**src/rtl/wb_port_arbiter_if.sv**
```systemverilog
// Bus bundle between the writeback/long-latency producers and the regfile write-port arbiter.
// Bypass lookup signals exist only when WBARB_BYPASS_EN is defined.
interface wb_port_arbiter_if #(
  parameter int DWIDTH     = 32,
  parameter int AWIDTH     = 5,
  parameter int FIFO_DEPTH = 2
);
  localparam int CNT_W = $clog2(FIFO_DEPTH) + 1;

  logic              wbarb_i_a_we;
  logic [AWIDTH-1:0] wbarb_i_a_addr;
  logic [DWIDTH-1:0] wbarb_i_a_data;
  logic              wbarb_i_flush;
  logic              wbarb_i_b_valid;
  logic              wbarb_o_b_ready;
  logic [AWIDTH-1:0] wbarb_i_b_addr;
  logic [DWIDTH-1:0] wbarb_i_b_data;
  logic              wbarb_o_we;
  logic [AWIDTH-1:0] wbarb_o_addr;
  logic [DWIDTH-1:0] wbarb_o_data;
  logic              wbarb_o_stall;
  logic [CNT_W-1:0]  wbarb_o_count;
`ifdef WBARB_BYPASS_EN
  logic [AWIDTH-1:0] wbarb_i_rs_addr;
  logic              wbarb_o_rs_hit;
  logic [DWIDTH-1:0] wbarb_o_rs_data;

  modport master (
    output wbarb_i_a_we, wbarb_i_a_addr, wbarb_i_a_data, wbarb_i_flush,
    output wbarb_i_b_valid, wbarb_i_b_addr, wbarb_i_b_data, wbarb_i_rs_addr,
    input  wbarb_o_b_ready, wbarb_o_we, wbarb_o_addr, wbarb_o_data,
    input  wbarb_o_stall, wbarb_o_count, wbarb_o_rs_hit, wbarb_o_rs_data
  );

  modport slave (
    input  wbarb_i_a_we, wbarb_i_a_addr, wbarb_i_a_data, wbarb_i_flush,
    input  wbarb_i_b_valid, wbarb_i_b_addr, wbarb_i_b_data, wbarb_i_rs_addr,
    output wbarb_o_b_ready, wbarb_o_we, wbarb_o_addr, wbarb_o_data,
    output wbarb_o_stall, wbarb_o_count, wbarb_o_rs_hit, wbarb_o_rs_data
  );
`else
  modport master (
    output wbarb_i_a_we, wbarb_i_a_addr, wbarb_i_a_data, wbarb_i_flush,
    output wbarb_i_b_valid, wbarb_i_b_addr, wbarb_i_b_data,
    input  wbarb_o_b_ready, wbarb_o_we, wbarb_o_addr, wbarb_o_data,
    input  wbarb_o_stall, wbarb_o_count
  );

  modport slave (
    input  wbarb_i_a_we, wbarb_i_a_addr, wbarb_i_a_data, wbarb_i_flush,
    input  wbarb_i_b_valid, wbarb_i_b_addr, wbarb_i_b_data,
    output wbarb_o_b_ready, wbarb_o_we, wbarb_o_addr, wbarb_o_data,
    output wbarb_o_stall, wbarb_o_count
  );
`endif
endinterface

```
**src/rtl/wb_port_arbiter.sv**
```systemverilog
// Regfile write-port arbiter: fixed-priority writeback (A) vs. queued long-latency results (B).
// Optional feature macro: WBARB_BYPASS_EN adds a youngest-match lookup over queued B entries.
module wb_port_arbiter #(
  parameter int DWIDTH     = 32,
  parameter int AWIDTH     = 5,
  parameter int FIFO_DEPTH = 2,
  parameter int MAX_WAIT   = 4
) (
  input  logic               wbarb_clk,
  input  logic               wbarb_rst,
  wb_port_arbiter_if.slave   bus
);
  localparam int PTR_W  = $clog2(FIFO_DEPTH);
  localparam int CNT_W  = $clog2(FIFO_DEPTH) + 1;
  localparam int WAIT_W = $clog2(MAX_WAIT + 1);
  localparam logic [CNT_W-1:0]  DEPTH_C    = CNT_W'(FIFO_DEPTH);
  localparam logic [WAIT_W-1:0] MAX_WAIT_C = WAIT_W'(MAX_WAIT);

  logic [AWIDTH-1:0] fifo_addr [FIFO_DEPTH];
  logic [DWIDTH-1:0] fifo_data [FIFO_DEPTH];
  logic [PTR_W-1:0]  wr_ptr;
  logic [PTR_W-1:0]  rd_ptr;
  logic [CNT_W-1:0]  count;
  logic [WAIT_W-1:0] wait_cnt;
  logic [WAIT_W-1:0] wait_nxt;
  logic              stall_nxt;

  logic              we_p1;
  logic [AWIDTH-1:0] addr_p1;
  logic [DWIDTH-1:0] data_p1;
  logic              stall_p1;

  logic fifo_nempty;
  logic b_ready;
  logic push;
  logic a_eff;
  logic pop;
  logic a_grant;

  assign fifo_nempty = (count != '0);
  // Ready looks only at the pre-edge count, so a full queue refuses even while popping.
  assign b_ready     = (count < DEPTH_C);
  assign push        = bus.wbarb_i_b_valid & b_ready & (bus.wbarb_i_b_addr != '0);
  assign a_eff       = bus.wbarb_i_a_we & ~bus.wbarb_i_flush
                     & (bus.wbarb_i_a_addr != '0) & ~stall_p1;
  assign pop         = fifo_nempty & (stall_p1 | ~a_eff);
  assign a_grant     = a_eff & ~pop;

  always_comb begin
    wait_nxt  = wait_cnt;
    stall_nxt = stall_p1;
    if (pop || !fifo_nempty) begin
      wait_nxt  = '0;
      stall_nxt = 1'b0;
    end else if (a_grant) begin
      if (wait_cnt != MAX_WAIT_C) wait_nxt = wait_cnt + 1'b1;
      if (wait_nxt == MAX_WAIT_C) stall_nxt = 1'b1;
    end
  end

  // Queue storage carries no reset; occupancy is tracked by the pointers/count.
  always_ff @(posedge wbarb_clk) begin
    if (push) begin
      fifo_addr[wr_ptr] <= bus.wbarb_i_b_addr;
      fifo_data[wr_ptr] <= bus.wbarb_i_b_data;
    end
  end

  // p0 -> p1: grant decision registered onto the regfile write port
  always_ff @(posedge wbarb_clk or negedge wbarb_rst) begin
    if (!wbarb_rst) begin
      wr_ptr   <= '0;
      rd_ptr   <= '0;
      count    <= '0;
      wait_cnt <= '0;
      stall_p1 <= 1'b0;
      we_p1    <= 1'b0;
      addr_p1  <= '0;
      data_p1  <= '0;
    end else begin
      if (push) wr_ptr <= wr_ptr + 1'b1;
      if (pop)  rd_ptr <= rd_ptr + 1'b1;
      if (push && !pop)      count <= count + 1'b1;
      else if (pop && !push) count <= count - 1'b1;
      wait_cnt <= wait_nxt;
      stall_p1 <= stall_nxt;
      we_p1    <= pop | a_grant;
      if (pop) begin
        addr_p1 <= fifo_addr[rd_ptr];
        data_p1 <= fifo_data[rd_ptr];
      end else if (a_grant) begin
        addr_p1 <= bus.wbarb_i_a_addr;
        data_p1 <= bus.wbarb_i_a_data;
      end
    end
  end

  assign bus.wbarb_o_b_ready = b_ready;
  assign bus.wbarb_o_we      = we_p1;
  assign bus.wbarb_o_addr    = addr_p1;
  assign bus.wbarb_o_data    = data_p1;
  assign bus.wbarb_o_stall   = stall_p1;
  assign bus.wbarb_o_count   = count;

`ifdef WBARB_BYPASS_EN
  logic              rs_hit;
  logic [DWIDTH-1:0] rs_data;

  // Scan oldest to youngest so the last match (youngest) wins.
  always_comb begin
    rs_hit  = 1'b0;
    rs_data = '0;
    for (int k = 0; k < FIFO_DEPTH; k++) begin
      logic [PTR_W-1:0] idx;
      idx = rd_ptr + PTR_W'(k);
      if ((CNT_W'(k) < count) && (bus.wbarb_i_rs_addr != '0)
          && (fifo_addr[idx] == bus.wbarb_i_rs_addr)) begin
        rs_hit  = 1'b1;
        rs_data = fifo_data[idx];
      end
    end
  end

  assign bus.wbarb_o_rs_hit  = rs_hit;
  assign bus.wbarb_o_rs_data = rs_data;
`endif
endmodule

```
**src/flat_wrapper.sv**
```systemverilog
// flat-port wrapper written by rule: the top's interface ports become plain ports
module wb_port_arbiter_flat 
#(
  parameter int DWIDTH     = 32,
  parameter int AWIDTH     = 5,
  parameter int FIFO_DEPTH = 2,
  parameter int MAX_WAIT   = 4
)
  (wbarb_clk, wbarb_rst, bus_wbarb_i_a_we, bus_wbarb_i_a_addr, bus_wbarb_i_a_data, bus_wbarb_i_flush, bus_wbarb_i_b_valid, bus_wbarb_i_b_addr, bus_wbarb_i_b_data, bus_wbarb_o_b_ready, bus_wbarb_o_we, bus_wbarb_o_addr, bus_wbarb_o_data, bus_wbarb_o_stall, bus_wbarb_o_count);
  wb_port_arbiter_if #(.DWIDTH(DWIDTH), .AWIDTH(AWIDTH), .FIFO_DEPTH(FIFO_DEPTH)) bus_i ();
  input  logic wbarb_clk;
  input  logic wbarb_rst;
  input wire logic [$bits(bus_i.wbarb_i_a_we)-1:0] bus_wbarb_i_a_we;
  input wire logic [$bits(bus_i.wbarb_i_a_addr)-1:0] bus_wbarb_i_a_addr;
  input wire logic [$bits(bus_i.wbarb_i_a_data)-1:0] bus_wbarb_i_a_data;
  input wire logic [$bits(bus_i.wbarb_i_flush)-1:0] bus_wbarb_i_flush;
  input wire logic [$bits(bus_i.wbarb_i_b_valid)-1:0] bus_wbarb_i_b_valid;
  input wire logic [$bits(bus_i.wbarb_i_b_addr)-1:0] bus_wbarb_i_b_addr;
  input wire logic [$bits(bus_i.wbarb_i_b_data)-1:0] bus_wbarb_i_b_data;
  output wire logic [$bits(bus_i.wbarb_o_b_ready)-1:0] bus_wbarb_o_b_ready;
  output wire logic [$bits(bus_i.wbarb_o_we)-1:0] bus_wbarb_o_we;
  output wire logic [$bits(bus_i.wbarb_o_addr)-1:0] bus_wbarb_o_addr;
  output wire logic [$bits(bus_i.wbarb_o_data)-1:0] bus_wbarb_o_data;
  output wire logic [$bits(bus_i.wbarb_o_stall)-1:0] bus_wbarb_o_stall;
  output wire logic [$bits(bus_i.wbarb_o_count)-1:0] bus_wbarb_o_count;
  assign bus_i.wbarb_i_a_we = bus_wbarb_i_a_we;
  assign bus_i.wbarb_i_a_addr = bus_wbarb_i_a_addr;
  assign bus_i.wbarb_i_a_data = bus_wbarb_i_a_data;
  assign bus_i.wbarb_i_flush = bus_wbarb_i_flush;
  assign bus_i.wbarb_i_b_valid = bus_wbarb_i_b_valid;
  assign bus_i.wbarb_i_b_addr = bus_wbarb_i_b_addr;
  assign bus_i.wbarb_i_b_data = bus_wbarb_i_b_data;
  assign bus_wbarb_o_b_ready = bus_i.wbarb_o_b_ready;
  assign bus_wbarb_o_we = bus_i.wbarb_o_we;
  assign bus_wbarb_o_addr = bus_i.wbarb_o_addr;
  assign bus_wbarb_o_data = bus_i.wbarb_o_data;
  assign bus_wbarb_o_stall = bus_i.wbarb_o_stall;
  assign bus_wbarb_o_count = bus_i.wbarb_o_count;
  wb_port_arbiter #(.DWIDTH(DWIDTH), .AWIDTH(AWIDTH), .FIFO_DEPTH(FIFO_DEPTH), .MAX_WAIT(MAX_WAIT)) u_core (.wbarb_clk(wbarb_clk), .wbarb_rst(wbarb_rst), .bus(bus_i));
endmodule
```
**config.mk**
```make
export PLATFORM = sky130hd
export DESIGN_NAME = wb_port_arbiter_flat
export DESIGN_NICKNAME = d
export VERILOG_FILES = /design/src/rtl/wb_port_arbiter_if.sv /design/src/rtl/wb_port_arbiter.sv /design/src/flat_wrapper.sv
export SDC_FILE = /design/constraint.sdc
export NUM_CORES = 1
export LEC_CHECK = 0
export CAP_MARGIN = 10
export CORE_MARGIN = 2
export CORE_UTILIZATION = 52
export CTS_CLUSTER_SIZE = 24
export DETAILED_ROUTE_END_ITERATION = 12
export PLACE_DENSITY = 0.84
export SYNTH_ARGS = -nofsm -noshare
export SYNTH_HDL_FRONTEND = slang
export SYNTH_SLANG_ARGS = --single-unit
```
**constraint.sdc**
```tcl
create_clock -name wbarb_clk -period 5.2 [get_ports wbarb_clk]
set_input_delay 1.04 -clock wbarb_clk [delete_from_list [all_inputs] [get_ports wbarb_clk]]
set_output_delay 1.04 -clock wbarb_clk [all_outputs]
set_load 0.1 [all_outputs]
```
==> flow_summary.ini, run 1 <==
[status]
status = completed

[floorplan]
die_width_um = 99.30
die_area_mm2 = 0.009860
core_area_mm2 = 0.008763
ios = 121
start_util_pct = 53.88
die_h_um = 99.30
row_count = 34

[global_route]
grt_overflow = 0
grt.total_usage_pct = 21.29
grt_max_degree = 76
grt_pass1_vias = 3353
grt_pass1_wl_um = 15940
antenna_found_initial = 0

[logic_synthesis]
syn_area_mm2 = 0.004722
synth.net_count = 439
synth_ff_type = edfxtp_1
async_reset_ff_share_pct = 38.33
yosysUniqueCellTypes = 28
ys_warn_count = 0
synth-edff-count = 74
syn_avg_cell_area_um2 = 13.23
yosysSeqAreaShare_pct = 71.44
syn_inst = 357
ys_seq_elements = 120

[critical_path]
critPathMaxStageDelay_ps = 1170
crit_path_end_kind = output pin
worstReg2RegEnd = u_core.bus.wbarb_o_stall
rr_startpoint = u_core.bus.wbarb_o_stall
path_delay_family = buffers and inverters
crit_buf_inv = 2
cp.required_ps = 4160
r2r_setup_slack_ps = 2860
cp_num_cells = 2
cp_max_fo = 4
cpMaxStageDelayCell = clkdlybuf4s50_1
worstPathArrival_ps = 2290
path_class = register to output pin
r2r.worst_path.cells = 5
start_kind = register
crit_path_cell_trace = inv_1 -> clkdlybuf4s50_1

[sta]
tns_ps = 0
layout_setup_ws_ps = 1867
clock.fmax_mhz = 300.0
hold_viol = 0
fin_skew_ps = 10.35
drv_slew = 0
tightest_slew_ps = 1166
setup_viol = 0
fin_crit_sh_pct = 64.10
finalCriticalPeriod_ps = 3333
grt_setup_unrepaired = no
relSlewSlack_pct = 22.30

[drt]
via_per_inst = 5.382
via_count = 3229
routed_wl_um = 10260
antenna_violating_nets_post_route = 0
wl_per_cell_um = 17.10
drc_errors = 0
dr.pass1.iters = 4
drt_iter0_drc = 196

[placed_design]
numPortBuffers = 120
post-dp-hpwl_um = 5984
gp_congestion = 0.7770
place_ws_ps = 1805

[flow_run]
cap_violations = 0

[clocking]
clkSlewWorstSetupHoldPaths_ps = 60
clockBufferDepth = 2
numCtsBuffers = 17
cts_sinks = 120
cts_max_level = 4
holdBufCountCts = 0
postCtsSetupBuffers = 0
cts-root-buf = clkbuf_8
cts_tree = done
clkLatencyLatePin_ps = 510
cts_resized = 0

[final_layout]
nNetsFinal = 561
area_growth_pct = 40.30
final_util_pct = 75.60
final_layout_size_suffix_gt1_share_pct = 8.740
diodes = 0

[min_path]
min_path_type = input port to asynchronous set/reset pin
cell usage in the layout (no fill, tap or decap), drive strengths merged, types with 4 or more instances in the layout:
master,netlist,routed
buf,11,4
nand2,38,38
mux2i,37,37
inv,4,6
a21oi,37,37
xnor2,4,4
clkdlybuf4s50,0,119
dfrtp,46,46
clkinv,0,4
o21ai,39,39
nor2,42,42
bufinv,0,4
clkinvlp,0,5
clkbuf,9,17
edfxtp,74,74
layout make-up:
class                           instances  area (um^2)
Fill cell                             553         2138
Clock inverter                         15        201.4
Inverter                                4        15.01
Multi-Input combinational cell        213         1254
Tap cell                              108        135.1
Timing Repair Buffer                  123         1231
Clock buffer                           17        414.1
Sequential cell                       120         3374
layer usage:
| metal | GRT usage [%] | part of all wire (%) | vias up |
|---|---|---|---|
| li1 | - | - | 1518 |
| met1 | 25.35 | 40 | 1567 |
| met2 | 36.12 | 53 | 121 |
| met3 | 5.271 | 5.6 | 23 |
| met4 | 10.75 | 2.3 | 0 |
| met5 | 0 | 0 | - |
flip-flops by register name, summed over array words and instances (netlist names):
name                      cells
u_core.fifo_data             64
u_core.bus.wbarb_o_data      32
u_core.fifo_addr             10
u_core.bus.wbarb_o_addr       5
u_core.wait_cnt               3
u_core.bus.wbarb_o_count      2
u_core.bus.wbarb_o_stall      1
u_core.bus.wbarb_o_we         1
u_core.rd_ptr                 1
u_core.wr_ptr                 1
per-stage QoR:
| step | hold WS (ps) | cells | cell area [um^2] |
|---|---|---|---|
| 4_1_cts | 548.4 | 599 | 6605 |
| 3_5_place_dp | 532.1 | 567 | 5989 |
| 5_1_grt | 528.7 | 600 | 6625 |
| 2_1_floorplan | 455.5 | 357 | 4722 |
| 6_report | 501.6 | 600 | 6625 |
| 3_3_place_gp | 523.7 | 567 | 5989 |
synth_stat cells, types with 2 or more instances:
cell type	instances	area share, %
edfxtp_1	74	47
dfrtp_1	46	24
a21oi_1	37	3.9
mux2i_1	37	7.8
xnor2_1	3	0.56
xor2_1	2	0.37
nor2_1	42	3.3
inv_1	4	0.32
nand2_1	38	3.0
clkbuf_2	3	0.32
o21ai_0	39	4.1
ha_1	3	0.79
buf_2	9	0.95
clkbuf_1	6	0.48
logic make-up (layout without fill, tap and decap cells):
logic type / after synthesis / count (layout) / share of synthesized area [%]
buffers and inverters: 24 / 159 / 2.384
and+or+nand+nor: 89 / 89 / 7.844
AOI/OAI and AO/OA: 78 / 78 / 8.426
DFF: 120 / 120 / 71.44
muxes: 37 / 37 / 7.843
adders and majority gates: 3 / 3 / 0.7950
xor gates and xnor gates: 6 / 6 / 1.272
worst max path at each step:
stage,slack (ps),startpoint,endpoint
6_report,1870,u_core.bus.wbarb_o_count[1],bus_wbarb_o_b_ready
3_3_place_gp,2010,bus_wbarb_i_b_addr[0],u_core.fifo_data[0][14]
2_1_floorplan,1150,u_core.bus.wbarb_o_count[1],u_core.fifo_addr[0][0]
4_1_cts,1850,u_core.bus.wbarb_o_count[1],bus_wbarb_o_b_ready
5_1_grt,1810,u_core.bus.wbarb_o_count[1],bus_wbarb_o_b_ready
3_5_place_dp,1810,bus_wbarb_i_a_we,u_core.bus.wbarb_o_stall
Power of run 1 is left out: the tool's default activity adds up to more than one toggle a clock period on the data nets, which glitch-free logic cannot reach.
==> inputs of run 2 (changes only) <==
Settings changed: CORE_UTILIZATION 52 to 49, PLACE_DENSITY 0.84 to 0.8.
Clock period 5.2 ns to 3.08 ns, I/O delays scaled along.
==> run 2 against run 1 <==
  * Clock-buffer cell count increased by 5
  * Non-clock buffer count increased by 2
  * Worst hold slack got worse by 310 ps
  * Clock skew about the same
  * Flip-flop and latch count unchanged
  * Setup slack got worse by 1100 ps
  * Critical path depth increased by 2
  * Utilization decreased by 5.6 points
  * Die area increased by 5.9%
  * Sequential share of layout area increased by 0.97 points
  * Wire length decreased by 5.6%
  * Via count decreased by 2.7%
  * Critical path type is now input port to register
  * Critical endpoint is now u_core.fifo_data[0][3]
==> flow_summary.ini, run 2 (same netlist as run 1, synthesis figures left out) <==
[sta]
hold_viol = 0
tightest_slew_ps = 1116
relSlewSlack_pct = 25.45
tns_ps = 0
drv_slew = 0
finalCriticalPeriod_ps = 2305
grt_setup_unrepaired = no
fin_skew_ps = 10.59
clock.fmax_mhz = 433.9
fin_crit_sh_pct = 74.83
setup_viol = 0

[status]
status = completed

[floorplan]
row_count = 35
core_area_mm2 = 0.009284
start_util_pct = 50.86
ios = 121
die_area_mm2 = 0.01044
die_h_um = 102.2
die_width_um = 102.2

[final_layout]
nNetsFinal = 563
final_layout_size_suffix_gt1_share_pct = 17.00
top_register = u_core.fifo_data
final_common_cell = clkdlybuf4s50_1
area_growth_pct = 37.68
mostFrequentLayoutCells = 77 x clkdlybuf4s50_1, 74 x edfxtp_1, 46 x buf_4
diodes = 0
largest_reg_flops = 64

[critical_path]
worstSetupEndpoint = u_core.fifo_data[0][3]
cp.required_ps = 3190
worstPathArrival_ps = 2410
path_class = input port to register
worstReg2RegEnd = u_core.fifo_data[0][3]
crit_path_end_kind = register
rr_startpoint = u_core.bus.wbarb_o_count[1]
r2r.worst_path.cells = 3
r2r_setup_slack_ps = 880
cp_max_fo = 37
cp-startpoint = bus_wbarb_i_b_addr[0]
start_kind = input port

[drt]
top_layer = met4
drc_errors = 0
dr_wl_met3_um = 491
via_per_inst = 5.045
wl_per_cell_um = 15.54
wl_met2_um = 4972
antenna_violating_nets_post_route = 0
routed_wl_um = 9682
wl_met1_um = 4070
via_count = 3143
dr.pass1.iters = 4
drt_iter0_drc = 143

[global_route]
antenna_found_initial = 0
grt_pass1_vias = 3178
grt.total_usage_pct = 19.37
grt_pass1_wl_um = 15170
grt_overflow = 0
grt_max_degree = 76

[min_path]
min_path_type = input port to asynchronous set/reset pin

[clocking]
cts_max_level = 4
cts-root-buf = clkbuf_8
cts_tree = done
clkLatencyLatePin_ps = 500
clockBufferDepth = 2
postCtsSetupBuffers = 0
clkSlewWorstSetupHoldPaths_ps = 60
cts_resized = 0
numCtsBuffers = 17
holdBufCountCts = 0
cts_sinks = 120

[placed_design]
numPortBuffers = 120
post-dp-hpwl_um = 6436
gp_congestion = 0.7930

[flow_run]
cap_violations = 0
run 2: cell types whose count changed in the layout (fill, tap and decap cells not counted), sizes merged:
cell	delta
clkbuf	+5
buf	+44
clkdlybuf4s50	-42
clkinvlp	-5
clkinv	+4
inv	-2
bufinv	-2
run 2: final cells by class:
type | count | area, um^2
Clock buffer | 22 | 452.9
Clock inverter | 10 | 102.6
Fill cell | 662 | 2783
Inverter | 4 | 15.01
Multi-Input combinational cell | 213 | 1254
Sequential cell | 120 | 3374
Tap cell | 129 | 161.4
Timing Repair Buffer | 125 | 1141
run 2: worst min path at each step:
| stage | slack [ps] | from | end | cells past startpoint |
|---|---|---|---|---|
| floorplan | 320 | wbarb_rst | u_core.bus.wbarb_o_addr[0] | 0 |
| global placement | 530 | u_core.wr_ptr | u_core.wr_ptr | 1 |
| detailed placement | 530 | u_core.wr_ptr | u_core.wr_ptr | 1 |
| CTS | 200 | wbarb_rst | u_core.bus.wbarb_o_data[12] | 1 |
| global route | 240 | wbarb_rst | u_core.bus.wbarb_o_data[12] | 1 |
| finish | 190 | wbarb_rst | u_core.bus.wbarb_o_data[12] | 1 |
run 2: worst max-delay path, cell delays in order:
cell,delay [ps]
clkdlybuf4s50_1,500
or3_1,120
o311a_1,230
nor2b_4,940
run 2: routing by layer:
metal	global-route usage, %	vias to the layer above
met2	33.35	99
li1	-	1519
met3	4.583	17
met4	7.487	0
met1	23.82	1508
met5	0	-
run 2: metrics by stage:
| step | utilization [%] | hold WS, ps | cell area [um^2] | setup WS [ps] | instances |
|---|---|---|---|---|---|
| 3_3_place_gp | 64.04 | 525.4 | 5946 | 315.9 | 591 |
| 2_1_floorplan | - | 320.4 | 4731 | 121.6 | 357 |
| 3_5_place_dp | 64.04 | 531.0 | 5946 | 231.7 | 591 |
| 5_1_grt | 70.03 | 236.4 | 6501 | 633.0 | 623 |
| 4_1_cts | 70.03 | 200.9 | 6501 | 765.6 | 623 |
| 6_report | 70.03 | 192.9 | 6501 | 775.1 | 623 |
Power of run 2 is left out for the same reason.
